$ cat config.mk
export PLATFORM = sky130hd
export DESIGN_NAME = dlfloat_mac_ctrl
export DESIGN_NICKNAME = d
export VERILOG_FILES = /design/src/rtl/dlfloat_pkg.sv /design/src/rtl/dlfloat_mac_ctrl.sv
export SDC_FILE = /design/constraint.sdc
export NUM_CORES = 1
export LEC_CHECK = 0
export ABC_AREA = 1
export BUFFER_PORTS_ARGS = -buffer_cell sky130_fd_sc_hd__buf_2
export CORE_UTILIZATION = 51
export DETAILED_ROUTE_END_ITERATION = 7
export GPL_ROUTABILITY_DRIVEN = 0
export PLACE_DENSITY = 0.77
export REMOVE_ABC_BUFFERS = 1
export SYNTH_ARGS = -nofsm -noshare
export SYNTH_HDL_FRONTEND = slang
export SYNTH_SLANG_ARGS = --single-unit
$ cat constraint.sdc
create_clock -name clk -period 1.95 [get_ports clk]
set_input_delay 0.39 -clock clk [delete_from_list [all_inputs] [get_ports clk]]
set_output_delay 0.39 -clock clk [all_outputs]
set_load 0.05 [all_outputs]
$ cat src/rtl/dlfloat_pkg.sv
// Shared constants and state encoding for the DLFloat MAC job controller.
package dlfloat_pkg;

    localparam int DLF_W = 16;
    localparam logic [DLF_W-1:0] DLF_ZERO = 16'h0000;
    localparam logic [DLF_W-1:0] DLF_ONE  = 16'h3E00;

    // Default accumulator latency of the attached MAC, in cycles.
    localparam int MAC_LAT_DEF = 3;

    // Explicit encodings keep the state register compatible with older dumps.
    typedef enum logic [2:0] {
        ST_IDLE  = 3'd0,
        ST_CLR   = 3'd1,
        ST_FEED  = 3'd2,
        ST_DRAIN = 3'd3,
        ST_DONE  = 3'd4
    } state_t;

    // True for an exact all-zero operand word.
    function automatic logic dlf_is_zero(input logic [DLF_W-1:0] v);
        return v == DLF_ZERO;
    endfunction

endpackage

$ cat src/rtl/dlfloat_mac_ctrl.sv
// DLFloat multiply-accumulate job controller.
// Accepts a job of 'len' operand pairs, clears the external MAC, streams the
// pairs into it, waits MAC_LAT cycles for the accumulator to settle and
// presents the captured result on a valid/ready handshake.
// Optional build macro: DLF_MAC_ZERO_SKIP_EN -- pairs with a zero operand are
// accepted and counted but not issued to the MAC (out_cnt counts issued pairs).
module dlfloat_mac_ctrl
    import dlfloat_pkg::*;
#(
    parameter int MAC_LAT = MAC_LAT_DEF,
    parameter int LEN_W   = 8
) (
    input  logic             clk,
    input  logic             rst_n,
    input  logic             start,
    input  logic [LEN_W-1:0] len,
    output logic             busy,
    input  logic             in_valid,
    output logic             in_ready,
    input  logic [DLF_W-1:0] in_a,
    input  logic [DLF_W-1:0] in_b,
    output logic             mac_clr,
    output logic             mac_en,
    output logic [DLF_W-1:0] mac_a,
    output logic [DLF_W-1:0] mac_b,
    input  logic [DLF_W-1:0] mac_c,
    output logic             out_valid,
    input  logic             out_ready,
    output logic [DLF_W-1:0] out_data,
    output logic [LEN_W-1:0] out_cnt
);

    localparam int DRN_W = $clog2(MAC_LAT + 2);

    state_t           state;
    logic [LEN_W-1:0] len_q;
    logic [LEN_W-1:0] pair_cnt;
    logic [DRN_W-1:0] drain;
    logic             hs;
    logic             issue;
    logic             last_pair;

    assign hs        = in_valid & in_ready;
    assign last_pair = (pair_cnt == len_q - 1'b1);

`ifdef DLF_MAC_ZERO_SKIP_EN
    assign issue = hs & ~dlf_is_zero(in_a) & ~dlf_is_zero(in_b);
`else
    assign issue = hs;
`endif

    assign busy      = (state != ST_IDLE);
    assign out_valid = (state == ST_DONE);

    // Job sequencing, operand registering, pair/drain counting and result capture.
    always_ff @(posedge clk or negedge rst_n) begin
        if (!rst_n) begin
            state    <= ST_IDLE;
            len_q    <= '0;
            pair_cnt <= '0;
            drain    <= '0;
            in_ready <= 1'b0;
            mac_clr  <= 1'b0;
            mac_en   <= 1'b0;
            mac_a    <= '0;
            mac_b    <= '0;
            out_data <= '0;
            out_cnt  <= '0;
        end else begin
            mac_clr <= 1'b0;
            mac_en  <= 1'b0;
            case (state)
                ST_IDLE: begin
                    if (start) begin
                        len_q   <= len;
                        mac_clr <= 1'b1;
                        state   <= ST_CLR;
                    end
                end
                ST_CLR: begin
                    pair_cnt <= '0;
                    out_cnt  <= '0;
                    if (len_q == '0) begin
                        out_data <= DLF_ZERO;
                        state    <= ST_DONE;
                    end else begin
                        in_ready <= 1'b1;
                        state    <= ST_FEED;
                    end
                end
                ST_FEED: begin
                    if (hs) begin
                        mac_a    <= in_a;
                        mac_b    <= in_b;
                        mac_en   <= issue;
                        // Leaving FEED on the len-th pair means the count stops
                        // at len and never wraps, even for the all-ones length.
                        pair_cnt <= pair_cnt + 1'b1;
                        if (issue) begin
                            out_cnt <= out_cnt + 1'b1;
                        end
                        if (last_pair) begin
                            in_ready <= 1'b0;
                            drain    <= DRN_W'(MAC_LAT);
                            state    <= ST_DRAIN;
                        end
                    end
                end
                ST_DRAIN: begin
                    if (drain == '0) begin
                        out_data <= mac_c;
                        state    <= ST_DONE;
                    end else begin
                        drain <= drain - 1'b1;
                    end
                end
                ST_DONE: begin
                    if (out_ready) begin
                        state <= ST_IDLE;
                    end
                end
                default: begin
                    state <= ST_IDLE;
                end
            endcase
        end
    end

endmodule

==> results of run 1 <==
-- layer usage --
layer  routed length, microns  part of all wire, %  global-route usage, %  up-vias
met4                      159                  1.8                   8.05        0
met1                     3640                   42                   30.1     1521
met5                        0                    0                      0        -
met2                     4260                   49                   41.1      113
li1                         -                    -                      -     1675
met3                      574                  6.6                   7.96       15
-- power groups by stage --
stage / sequential (mW) / combinational [mW] / clock, mW
global route: 2.82 / 5.01 / 1.30
detailed placement: 2.74 / 4.55 / 0
global placement: 2.74 / 4.41 / 0
floorplan: 4.32 / 1.78 / 0
CTS: 2.73 / 4.55 / 1.22
finish: 2.74 / 4.59 / 1.19
-- synth_stat cells, types with 2 or more instances --
library cell	instances
nand2_1	202
dfrtp_1	81
inv_1	36
nand3_1	32
nor2_1	27
o21ai_0	15
a21oi_1	11
clkbuf_1	8
ha_1	6
nor3_1	5
inv_2	4
xnor2_1	4
buf_2	3
nand2_2	3
nand2_4	3
nor2_2	2
-- worst max-delay path, cell delays in order, from the launching register on --
cell     delay, ns
dfrtp_1       0.41
inv_2         0.08
ha_2          0.33
inv_1         0.04
nand2_1       0.06
nand3_1       0.07
nor2_1        0.09
nand3_1       0.08
nor2_1        0.10
nand3_1       0.10
nand2_2       0.11
buf_4         0.12
nand3_1       0.06
nand2_1       0.07
-- metrics by stage --
step,utilization (%),cells,hold WS [ns],setup WS (ns)
2_1_floorplan,-,444,0.0944,-0.117
3_3_place_gp,64.4,670,0.396,0.223
5_1_grt,67.6,689,0.0254,0.00725
3_5_place_dp,64.4,670,0.408,0.107
6_report,67.6,689,0.00903,0.165
4_1_cts,67.2,686,0.0142,0.0877
-- cell type report --
type	count	area, sq um
Multi-Input combinational cell	323	1480
Sequential cell	81	2030
Clock buffer	10	138
Timing Repair Buffer	133	698
Clock inverter	6	55.1
Tap cell	96	120
Fill cell	630	2240
Inverter	40	150
-- flip-flops by register name (all words and copies together), names as in the netlist --
register and cells:
out_cnt 8, out_data 16, mac_en 1, mac_a 16, in_ready 1, drain 3, mac_b 16, mac_clr 1
pair_cnt 8, state 3, len_q 8
-- worst min path at each step --
stage                     startpoint    endpoint  slack, ns  cells past startpoint
final                          rst_n    mac_a[5]      0.009                      1
after CTS                      rst_n   mac_a[12]       0.01                      1
after detailed placement       rst_n  out_cnt[2]       0.41                      1
after global placement         rst_n    mac_b[8]       0.40                      1
after floorplan                rst_n    drain[0]       0.09                      0
after global routing           rst_n   mac_a[12]       0.03                      1
-- layout by cell type, fill, tap and decap left out, types with 2 or more instances in the layout --
master / synthesis / final
a21oi_1: 11 / 11
buf_2: 3 / 120
buf_4: 1 / 13
clkbuf_8: 0 / 10
dfrtp_1: 81 / 81
ha_1: 6 / 5
inv_1: 36 / 35
inv_2: 4 / 5
inv_6: 0 / 4
nand2_1: 202 / 201
nand2_2: 3 / 4
nand2_4: 3 / 3
nand3_1: 32 / 32
nor2_1: 27 / 27
nor2_2: 2 / 2
nor3_1: 5 / 5
o21ai_0: 15 / 15
xnor2_1: 4 / 4
-- timing repair --
action,CTS,global route
endpoints found under the setup margin,0,4
gates resized for setup,0,3
setup buffers,0,3
-- kinds of logic after synthesis --
logic type / count (synthesis) / share of synthesized area (%)
and+or+nand+nor: 281 / 31.8
DFF: 81 / 54.5
buffers and inverters: 54 / 5.88
AOI/OAI and AO/OA: 30 / 4.44
adders and majority gates: 6 / 2.02
xor gates and xnor gates: 5 / 1.18
muxes: 1 / 0.269
==> flow_summary_export.csv, run 1 <==
group,metric,value,unit
clocking,cts_tree,"done",
sta,grt_setup_unrepaired,"no",
floorplan,die_x,87.4,microns
clocking,cts.sinks,81,
job,maxCapViolCount,0,
setup_path,r2r_end,"drain[0]",
global_route,grt_usage,24.6,%
route,drt_pass1_iterations,4,
cells_and_area,diodes,0,
status,status,"finished clean",
setup_path,cp.required,2.24,ns
route,routed_wl,8.64,mm
sta,fin_tns_setup,0,ns
setup_path,crit_end,"drain[0]",
floorplan,start_util,53.9,%
clocking,clk_path_buf_depth,2,
setup_path,end_kind,"register",
yosys,syn-mean-instance-area,8.13,sq um
yosys,synth_top_area_share,54.5,%
route,drt-wirelength-per-cell,12.5,microns
clocking,cts_root_buf,"clkbuf_8",
setup_path,start_kind,"register",
pwr,total_power,8.52,mW
clocking,clk_latency,0.35,ns
pwr,p_leak,2.70,nW
floorplan,die-area,0.00764,sq mm
placed_design,post-dp-hpwl,6.40,mm
route,route.detailed.drc,0,
setup_path,r2r_setup_slack,0.17,ns
yosys,yosys_warnings,0,
placed_design,placed_area,0.00445,sq mm
placed_design,io_buffers,121,
pwr,irDropWorstVdd,0.00133,V
global_route,grt_pass1_vias,3225,
yosys,ys_types,32,
setup_path,crit_type,"register to register",
sta,relSlewSlack,65.5,%
floorplan,fp-row-count,30,
sta,worstMarginPinSlew,0.517,ns
floorplan,die_h,87.4,microns
yosys,synth_edf_count,0,
cells_and_area,syn_to_final_growth,25.4,%
pwr,switchingPower,4.50,mW
setup_path,reg2reg_depth,13,
floorplan,core,0.00691,sq mm
setup_path,arrival,2.07,ns
sta,finalClockSkew,0.0121,ns
yosys,async_flop_share,100,%
worst_hold_path,holdCritPathClass,"input port to async pin",
yosys,synthTopCellsByArea,"dfrtp_1 (54%), nand2_1 (20%), nand3_1 (4.3%), inv_1 (3.6%), nor2_1 (2.7%)",
yosys,ys_seq_elements,81,
route,vias_per_cell,4.82,
pwr,switching_share,52.8,%
setup_path,crit_fanout,5,
yosys,synthesis.instances,458,
global_route,grt_first_pass_wirelength,14.4,mm
pwr,clockPowerShare,14.0,%
pwr,p_comb_share,53.8,%
cells_and_area,final_area,0.00467,sq mm
sta,slew_viol_final,0,
global_route,gr-total-overflow,0,
sta,max_freq,0.560,GHz
global_route,antenna_found_initial,0,
route,vias,3324,
clocking,numCtsBuffers,9,
cells_and_area,fin_nets,655,
sta,period_needed,1.78,ns
global_route,grt_max_degree,43,
setup_path,rr_startpoint,"len_q[0]",
pwr,p_int,4.03,mW
clocking,path_clk_slew,0.10,ns
pwr,pwr-share-seq,32.1,%
route,ant_nets,0,
setup_path,worstSetupStartpoint,"len_q[0]",
pwr,power_density,1830,mW/mm^2
yosys,netlist_area,0.00372,sq mm
yosys,yosysTopAreaCell,"dfrtp_1",
clocking,cts_hold_buf,0,
route,drtIter0Drc,145,
cells_and_area,drive_gt1_share,28.7,%
sta,setup_viol,0,
floorplan,ios,122,
yosys,synth_ff_type,"dfrtp_1",
clocking,cts-htree-levels,3,
sta,hold_viol,0,
yosys,ys_seq_area_share,54.5,%
sta,fin_crit_sh,91.5,%
No activity file was read; power rests on OpenSTA's default activity.
==> inputs of run 2 (changes only) <==
--- a/config.mk
+++ b/config.mk
@@ -10,7 +10,8 @@
 export CORE_UTILIZATION = 51
 export DETAILED_ROUTE_END_ITERATION = 7
 export GPL_ROUTABILITY_DRIVEN = 0
-export PLACE_DENSITY = 0.77
+export HOLD_SLACK_MARGIN = 0.03
+export PLACE_DENSITY = 0.8
 export REMOVE_ABC_BUFFERS = 1
 export SYNTH_ARGS = -nofsm -noshare
 export SYNTH_HDL_FRONTEND = slang
==> flow_summary_export.csv, run 2 (synthesis gave the netlist of run 1 again) <==
group,metric,value,unit
status,status,"finished clean",
cells_and_area,final_cells,691,
pwr,power_density,1840,mW/mm^2
setup_path,arrival,2.10,ns
global_route,grt_first_pass_wirelength,14.1,mm
cells_and_area,final_common_cell,"nand2_1",
sta,relSlewSlack,70.1,%
global_route,grt_pass1_vias,3191,
sta,slew_viol_final,0,
route,drt-wirelength-per-cell,12.6,microns
floorplan,start_util,53.9,%
cells_and_area,syn_to_final_growth,26.6,%
global_route,antenna_found_initial,0,
pwr,p_leak,2.71,nW
floorplan,die_x,87.4,microns
placed_design,post-dp-hpwl,6.38,mm
global_route,grtUsageMet2,38.1,%
clocking,cts.sinks,81,
clocking,cts_tree,"done",
floorplan,core,0.00691,sq mm
pwr,irDropWorstVdd,0.00116,V
global_route,grt-busiest-layer,"met2",
cells_and_area,n_fill_cell,587,
sta,period_needed,1.81,ns
global_route,gr-total-overflow,0,
cells_and_area,layout_common_cells,"nand2_1 (200), buf_2 (120), dfrtp_1 (81)",
setup_path,crit_type,"register to register",
worst_hold_path,holdCritPathClass,"input port to register",
setup_path,crit_fanout,5,
route,vias,3374,
route,routed_wl,8.70,mm
setup_path,cp.required,2.24,ns
setup_path,rr_startpoint,"len_q[0]",
sta,worstMarginPinSlew,0.449,ns
placed_design,io_buffers,121,
sta,hold_viol,0,
cells_and_area,drive_gt1_share,28.9,%
placed_design,placed_area,0.00445,sq mm
cells_and_area,fin_nets,657,
route,ant_nets,0,
global_route,grt_max_degree,37,
sta,max_freq,0.553,GHz
route,drt_pass1_iterations,4,
setup_path,worstSetupStartpoint,"len_q[0]",
setup_path,start_kind,"register",
clocking,numCtsBuffers,9,
clocking,cts-htree-levels,3,
sta,grt_setup_unrepaired,"no",
worst_hold_path,worstHoldStart,"in_b[12]",
clocking,clk_latency,0.36,ns
route,drtIter0Drc,120,
cells_and_area,top_regs,"mac_a: 16 flops, mac_b: 16 flops, out_data: 16 flops",
global_route,grt_use_met3,9.19,%
job,maxCapViolCount,0,
floorplan,ios,122,
cells_and_area,final_area,0.00471,sq mm
sta,finalClockSkew,0.0140,ns
sta,fin_crit_sh,92.7,%
cells_and_area,diodes,0,
route,route.detailed.drc,0,
route,vias_per_cell,4.88,
placed_design,placed_cells,670,
clocking,path_clk_slew,0.09,ns
clocking,cts_root_buf,"clkbuf_8",
floorplan,die_h,87.4,microns
global_route,grt_usage,24.0,%
setup_path,end_kind,"register",
floorplan,fp-row-count,30,
sta,setup_viol,0,
floorplan,die-area,0.00764,sq mm
global_route,met1_usage,29.9,%
clocking,clk_path_buf_depth,2,
run 2: area by class of cell:
cell class / count / area, sq um / share of cell area [%]
clock buffer: 10 / 128 / 2.71
sequential: 81 / 2030 / 43.0
inverter: 40 / 150 / 3.19
tap: 96 / 120 / 2.55
clock inverter: 6 / 73.8 / 1.57
multi-input combinational: 323 / 1500 / 31.8
timing repair buffer: 135 / 716 / 15.2
run 2: per-stage QoR:
stage               hold WS [ns]  total power, mW  setup TNS (ns)  util (%)  worst slack [ns]
floorplan                 0.0944             6.10          -0.801         -            -0.117
finish                     0.216             8.65               0      68.2             0.143
global placement           0.363             7.16               0      64.4             0.231
CTS                        0.203             8.57               0      67.5            0.0850
global route               0.205             9.21               0      68.2            0.0218
detailed placement         0.369             7.29               0      64.4             0.102
run 2: timing repair:
action                                  4_1_cts  5_1_grt
setup buffers                                 0        4
hold buffers                                  1        0
endpoints found under the hold margin        33        0
endpoints found under the setup margin        0        5
resized for setup                             0        5
run 2: layer usage:
layer	up-vias	routed length, microns
met2	136	4050
li1	1677	-
met3	14	679
met1	1547	3780
met5	-	0
met4	0	178
run 2: path summary, 6_finish.rpt:
kind                            cells after the start  slack (ns)           end
worst max-delay path                               13        0.14      drain[1]
worst min register to register                      2        0.48  out_data[11]
worst min-delay path                                3        0.22     mac_b[12]
min in group asynchronous                           2        0.52    out_cnt[7]
max in group asynchronous                           3        0.83   pair_cnt[1]
worst max register to register                     13        0.14      drain[1]
run 2: where the power goes:
group | internal, mW | leakage, nW | total [mW] | switching, mW
Clock | 0.611 | 0.102 | 1.26 | 0.648
Combinational | 1.23 | 1.57 | 4.63 | 3.41
Sequential | 2.32 | 1.04 | 2.76 | 0.440
run 2: worst max-delay path: stages, from the launching register on:
cell and delay (ns):
dfrtp_1 0.41, inv_2 0.09, ha_4 0.27, inv_1 0.03, nand2_1 0.06, nand3_1 0.07
nor2_1 0.10, nand3_1 0.09, nor2_1 0.10, nand3_1 0.12, nand2_2 0.13, buf_4 0.12
nand3_1 0.06, nand2_1 0.08
